==> src/rtl/dmem_dbg_pkg.sv <==
// Shared constants for the data-memory debug arbiter: FSM state encoding and
// default memory geometry.
package dmem_dbg_pkg;

    localparam int AW_DEF = 6;
    localparam int DW_DEF = 32;

    typedef enum logic [1:0] {
        S_IDLE    = 2'd0,
        S_PEND    = 2'd1,
        S_ISSUE   = 2'd2,
        S_CAPTURE = 2'd3
    } dbg_state_e;

endpackage

==> src/rtl/sync_edge_detect.sv <==
// Two-flop synchronizer for an asynchronous board switch plus a one-cycle
// rising-edge pulse on the synchronized level.
module sync_edge_detect (
    input  logic clk,
    input  logic rst_n,
    input  logic async_i,
    output logic level_o,
    output logic rise_o
);

    logic meta_q, sync_q, prev_q;

    always_ff @(posedge clk or negedge rst_n) begin
        if (!rst_n) begin
            meta_q <= 1'b0;
            sync_q <= 1'b0;
            prev_q <= 1'b0;
        end else begin
            meta_q <= async_i;
            sync_q <= meta_q;
            prev_q <= sync_q;
        end
    end

    assign level_o = sync_q;
    assign rise_o  = sync_q & ~prev_q;

endmodule

==> src/rtl/dmem_debug_arbiter.sv <==
// Shares the data memory between the MEM stage (priority) and the debug probe.
// Define DMEM_HACK_REFRESH_EN to re-read the debug address periodically while hack is held.
module dmem_debug_arbiter
    import dmem_dbg_pkg::*;
#(
    parameter int AW             = AW_DEF,
    parameter int DW             = DW_DEF,
    parameter int STARVE_LIMIT   = 8,
    parameter int REFRESH_CYCLES = 1024
) (
    input  logic          clk,
    input  logic          rst_n,
    input  logic          cpu_req,
    input  logic          cpu_we,
    input  logic [AW-1:0] cpu_addr,
    input  logic [DW-1:0] cpu_wdata,
    output logic          cpu_stall,
    output logic [DW-1:0] cpu_rdata,
    output logic          cpu_rvalid,
    output logic          mem_en,
    output logic          mem_we,
    output logic [AW-1:0] mem_addr,
    output logic [DW-1:0] mem_wdata,
    input  logic [DW-1:0] mem_rdata,
    input  logic          hack,
    input  logic [AW-1:0] dbg_addr,
    input  logic [1:0]    byte_sel,
    output logic [7:0]    led,
    output logic          dbg_busy
);

    dbg_state_e    state_q, state_d;
    logic [7:0]    starve_cnt_q, starve_cnt_d;
    logic [AW-1:0] dbg_addr_q, dbg_addr_d;
    logic [DW-1:0] dbg_word_q;
    logic          cpu_rvalid_q;
    logic          hack_lvl, hack_rise, dbg_start;

    sync_edge_detect u_hack_sync (
        .clk     (clk),
        .rst_n   (rst_n),
        .async_i (hack),
        .level_o (hack_lvl),
        .rise_o  (hack_rise)
    );

`ifdef DMEM_HACK_REFRESH_EN
    localparam int RW = $clog2(REFRESH_CYCLES);
    logic [RW-1:0] refresh_cnt_q;
    logic          refresh_hit;

    // Counter only advances while idle, so a slow CPU never piles up refreshes.
    assign refresh_hit = hack_lvl && (state_q == S_IDLE) &&
                         (refresh_cnt_q == RW'(REFRESH_CYCLES - 1));

    always_ff @(posedge clk or negedge rst_n) begin
        if (!rst_n)
            refresh_cnt_q <= '0;
        else if (!hack_lvl || refresh_hit)
            refresh_cnt_q <= '0;
        else if (state_q == S_IDLE)
            refresh_cnt_q <= refresh_cnt_q + 1'b1;
    end

    assign dbg_start = hack_rise | refresh_hit;
`else
    logic unused_hack_lvl;
    assign unused_hack_lvl = hack_lvl;
    assign dbg_start       = hack_rise;
`endif

    always_comb begin
        state_d      = state_q;
        starve_cnt_d = starve_cnt_q;
        dbg_addr_d   = dbg_addr_q;
        mem_en       = cpu_req;
        mem_we       = cpu_we;
        mem_addr     = cpu_addr;
        mem_wdata    = cpu_wdata;
        cpu_stall    = 1'b0;
        case (state_q)
            S_IDLE: begin
                if (dbg_start) begin
                    dbg_addr_d = dbg_addr;
                    state_d    = S_PEND;
                end
            end
            S_PEND: begin
                // Take any idle CPU cycle; otherwise force a slot after STARVE_LIMIT.
                if (!cpu_req) begin
                    state_d      = S_ISSUE;
                    starve_cnt_d = '0;
                end else if (starve_cnt_q + 8'd1 == 8'(STARVE_LIMIT)) begin
                    state_d      = S_ISSUE;
                    starve_cnt_d = '0;
                end else begin
                    starve_cnt_d = starve_cnt_q + 8'd1;
                end
            end
            S_ISSUE: begin
                mem_en    = 1'b1;
                mem_we    = 1'b0;
                mem_addr  = dbg_addr_q;
                cpu_stall = cpu_req;
                state_d   = S_CAPTURE;
            end
            S_CAPTURE: state_d = S_IDLE;
            default:   state_d = S_IDLE;
        endcase
    end

    always_ff @(posedge clk or negedge rst_n) begin
        if (!rst_n) begin
            state_q      <= S_IDLE;
            starve_cnt_q <= '0;
            dbg_addr_q   <= '0;
            dbg_word_q   <= '0;
            cpu_rvalid_q <= 1'b0;
        end else begin
            state_q      <= state_d;
            starve_cnt_q <= starve_cnt_d;
            dbg_addr_q   <= dbg_addr_d;
            cpu_rvalid_q <= cpu_req & ~cpu_we & ~cpu_stall;
            if (state_q == S_CAPTURE)
                dbg_word_q <= mem_rdata;
        end
    end

    assign cpu_rdata  = mem_rdata;
    assign cpu_rvalid = cpu_rvalid_q;
    assign led        = dbg_word_q[8*byte_sel +: 8];
    assign dbg_busy   = (state_q != S_IDLE);

endmodule

==> config.mk <==
export PLATFORM = sky130hd
export DESIGN_NAME = dmem_debug_arbiter
export DESIGN_NICKNAME = d
export VERILOG_FILES = /design/src/rtl/dmem_dbg_pkg.sv /design/src/rtl/sync_edge_detect.sv /design/src/rtl/dmem_debug_arbiter.sv
export SDC_FILE = /design/constraint.sdc
export NUM_CORES = 1
export LEC_CHECK = 0
export CAP_MARGIN = 5
export CORE_MARGIN = 2
export CORE_UTILIZATION = 30
export CTS_CLUSTER_DIAMETER = 200
export CTS_CLUSTER_SIZE = 14
export DETAILED_ROUTE_END_ITERATION = 10
export SYNTH_ARGS = -nofsm -noshare
export SYNTH_HDL_FRONTEND = slang
export SYNTH_SLANG_ARGS = --single-unit
==> constraint.sdc <==
create_clock -name clk -period 5.1 [get_ports clk]
set_input_delay 1.02 -clock clk [delete_from_list [all_inputs] [get_ports clk]]
set_output_delay 1.02 -clock clk [all_outputs]
set_load 0.05 [all_outputs]
==> qor.csv <==
metric,value,unit
WP data arrival,3.21,ns
Power per Cell Area,533,nW/µm²
Syn Nets,345,
WHS,0.359,ns
initial antenna violation count,0,
RSZ-0062 raised after global routing,false,
Skew-Pair Late Insertion Delay,0.30,ns
vias in the first global route,2046,
Crit Path Class,in -> out,
post-cts hold buffer count,0,
layout cells sized above 1,23.3,%
synthesized area per cell,11.7,µm²
Post-DRT Antenna Nets,0,
Final Hold Viols,0,
Max Cap Viol,0,
number of setup buffers added after CTS,0,
full die area,10800,µm²
status,completed,
Rel. slew slack,56.5,%
Die Ht,104,µm
Vias/cell,4.53,
crit end category,output port,
dpl hpwl,4620,µm
fin crit period,4.23,ns
CP startpoint kind,input port,
Area contributors post-synth,"dfrtp_1 (43%), mux2_2 (16%), buf_4 (16%), mux4_2 (6.0%), ha_1 (2.5%)",
H-tree depth,2,
Tcrit/Tclk final,82.9,%
most frequent cells in the layout,"clkdlybuf4s50_1 (100), dfrtp_1 (52), mux2_2 (43)",
port buffer count,101,
CTS Buffer Depth,2,
first-pass GRT wire length,10400,µm
initial DRC count,15,
Sw Ratio,38.9,%
Tightest Pin Transition,0.652,ns
via count,1924,
Core Rows,36,
area of the multi-input gates,1140,µm²
Sinks on Clock Net,52,
Finished Core Util,38.9,%
final WL,6110,µm
Mapped Cells,256,
reg2reg path depth,6,
final setup TNS,0,ns
DP Cell Count,417,
cts bufs inserted,5,
Hold WC Path Type,reg -> reg,
"Reg clk slew, reported paths",0.09,ns
Comb pwr share,51.2,%
Residual DRC,0,
area grow syn2layout,25.9,%
largest net degree at the start of global routing,53,
hold path cells,0,
synth warn,0,
n_diodes,0,
Leakage,1.51,nW
drt first pass iters,4,
P_int,0.00123,W
Root Buffer,clkbuf_8,
switching pwr,0.000785,W
cts repair resizes,0,
Die W,104,µm
GRT Util Overall,11.8,%
Synth top area share,43.3,%
"commonest non-fill, non-tap cell in the layout",clkdlybuf4s50_1,
Final Setup Violations,0,
sequential share of power,34.1,%
final net count,380,
post-synthesis cell area,3010,µm²
fmax,237,MHz
max-slew violation count,0,
Clock power frac,14.7,%
CP required,4.08,ns
Non-Filler Instances,425,
Initial Util,30.9,%
I/O pin count,166,
cell taking the most area after synthesis,dfrtp_1,
global route overflow,0,
CTS tree,done,
drt wl/cell,14.4,µm
gpl congestion,0.790,
Synth Flop Type,dfrtp_1,
"FF+latch count, synth",52,
Yosys cell types,44,
async set-reset flop share out of synthesis,100,%
Critical Path Fanout Max,8,
Fillers,970,
Worst Skew,0.00566,ns
"Seq/Total Area, Yosys",43.3,%
Post-synth EDFFs,0,
register area,1300,µm²
worst ir drop on vdd,0.000235,V
total core area,9730,µm²
through the flow:
step                instance area, µm²  total power (W)  worst slack [ns]
floorplan                         3010          0.00152              2.14
global placement                  3660          0.00172             0.844
detailed placement                3660          0.00175             0.833
CTS                               3780          0.00206             0.829
global route                      3780          0.00216             0.774
finish                            3780          0.00202             0.873
cell families (layout without fill, tap and decap cells):
| kind of cell | count (synthesis) | after routing | share of synthesized area, % |
|---|---|---|---|
| buffers and inverters | 83 | 119 | 18.7 |
| adders and majority gates | 6 | 6 | 2.50 |
| and+or+nand+nor | 35 | 35 | 6.08 |
| xor gates and xnor gates | 1 | 1 | 0.291 |
| muxes | 54 | 54 | 23.1 |
| DFF | 52 | 52 | 43.3 |
| AOI/OAI and AO/OA | 25 | 25 | 6.04 |
routing by layer:
layer | wire [µm] | vias up | global-route usage (%) | share of wire (%)
met5 | 0 | - | 0 | 0
met4 | 44 | 0 | 3.19 | 0.72
met3 | 513 | 10 | 3.95 | 8.4
met2 | 2970 | 85 | 20.3 | 49
met1 | 2580 | 925 | 14.1 | 42
li1 | - | 904 | - | -
cell usage after synthesis (2+ instances only):
cell and count:
a21oi_1 2, or3_1 2, mux4_2 8, buf_1 4, and2_1 2, dfrtp_1 52, mux2i_1 2, mux2_2 43
clkbuf_1 5, nand3_1 4, o21ai_0 8, o31ai_1 2, ha_1 6, nand2_1 12, inv_1 8, buf_4 64
nor2_1 4, nor3_1 2
final cells by class:
type                    count  area share (%)
flip-flops and latches     52            34.4
multi-input cells         121            30.2
repair buffers            103            27.0
well taps                 133            4.40
clock buffers               6            2.18
clock inverters             2            1.03
inverters                   8           0.794
worst max-delay path, stage by stage:
cell             delay [ns]
clkdlybuf4s50_1        0.87
mux4_2                 0.60
clkdlybuf4s50_1        0.72
power by group through the flow:
stage                     Sequential, W  Combinational [W]  Clock (W)
after floorplan                0.000669           0.000854          0
after global routing           0.000717            0.00110   0.000340
final                          0.000688            0.00103   0.000297
after global placement         0.000697            0.00103          0
after CTS                      0.000692            0.00105   0.000317
after detailed placement       0.000702            0.00104          0
registers in the layout, indices dropped and copies added, names as in the netlist:
name                 flops
cpu_rvalid               1
dbg_addr_q               6
dbg_word_q              32
starve_cnt_q             8
state_q                  2
u_hack_sync.level_o      1
u_hack_sync.meta_q       1
u_hack_sync.prev_q       1
worst paths after layout:
kind                                               from  slack, ns                       endpoint
hold / removal             u_hack_sync.meta_q$_DFF_PN0_       0.36  u_hack_sync.level_o$_DFF_PN0_
max in group asynchronous                         rst_n       3.84      dbg_word_q[9]$_DFFE_PN0N_
setup reg to reg                 state_q[1]$_DFFE_PN0P_       3.04         state_q[1]$_DFFE_PN0P_
setup / recovery                            byte_sel[0]       0.87                         led[0]
hold reg to reg            u_hack_sync.meta_q$_DFF_PN0_       0.36  u_hack_sync.level_o$_DFF_PN0_
min in group asynchronous                         rst_n       0.83      dbg_word_q[8]$_DFFE_PN0N_
No activity file was read; power rests on OpenSTA's default activity.
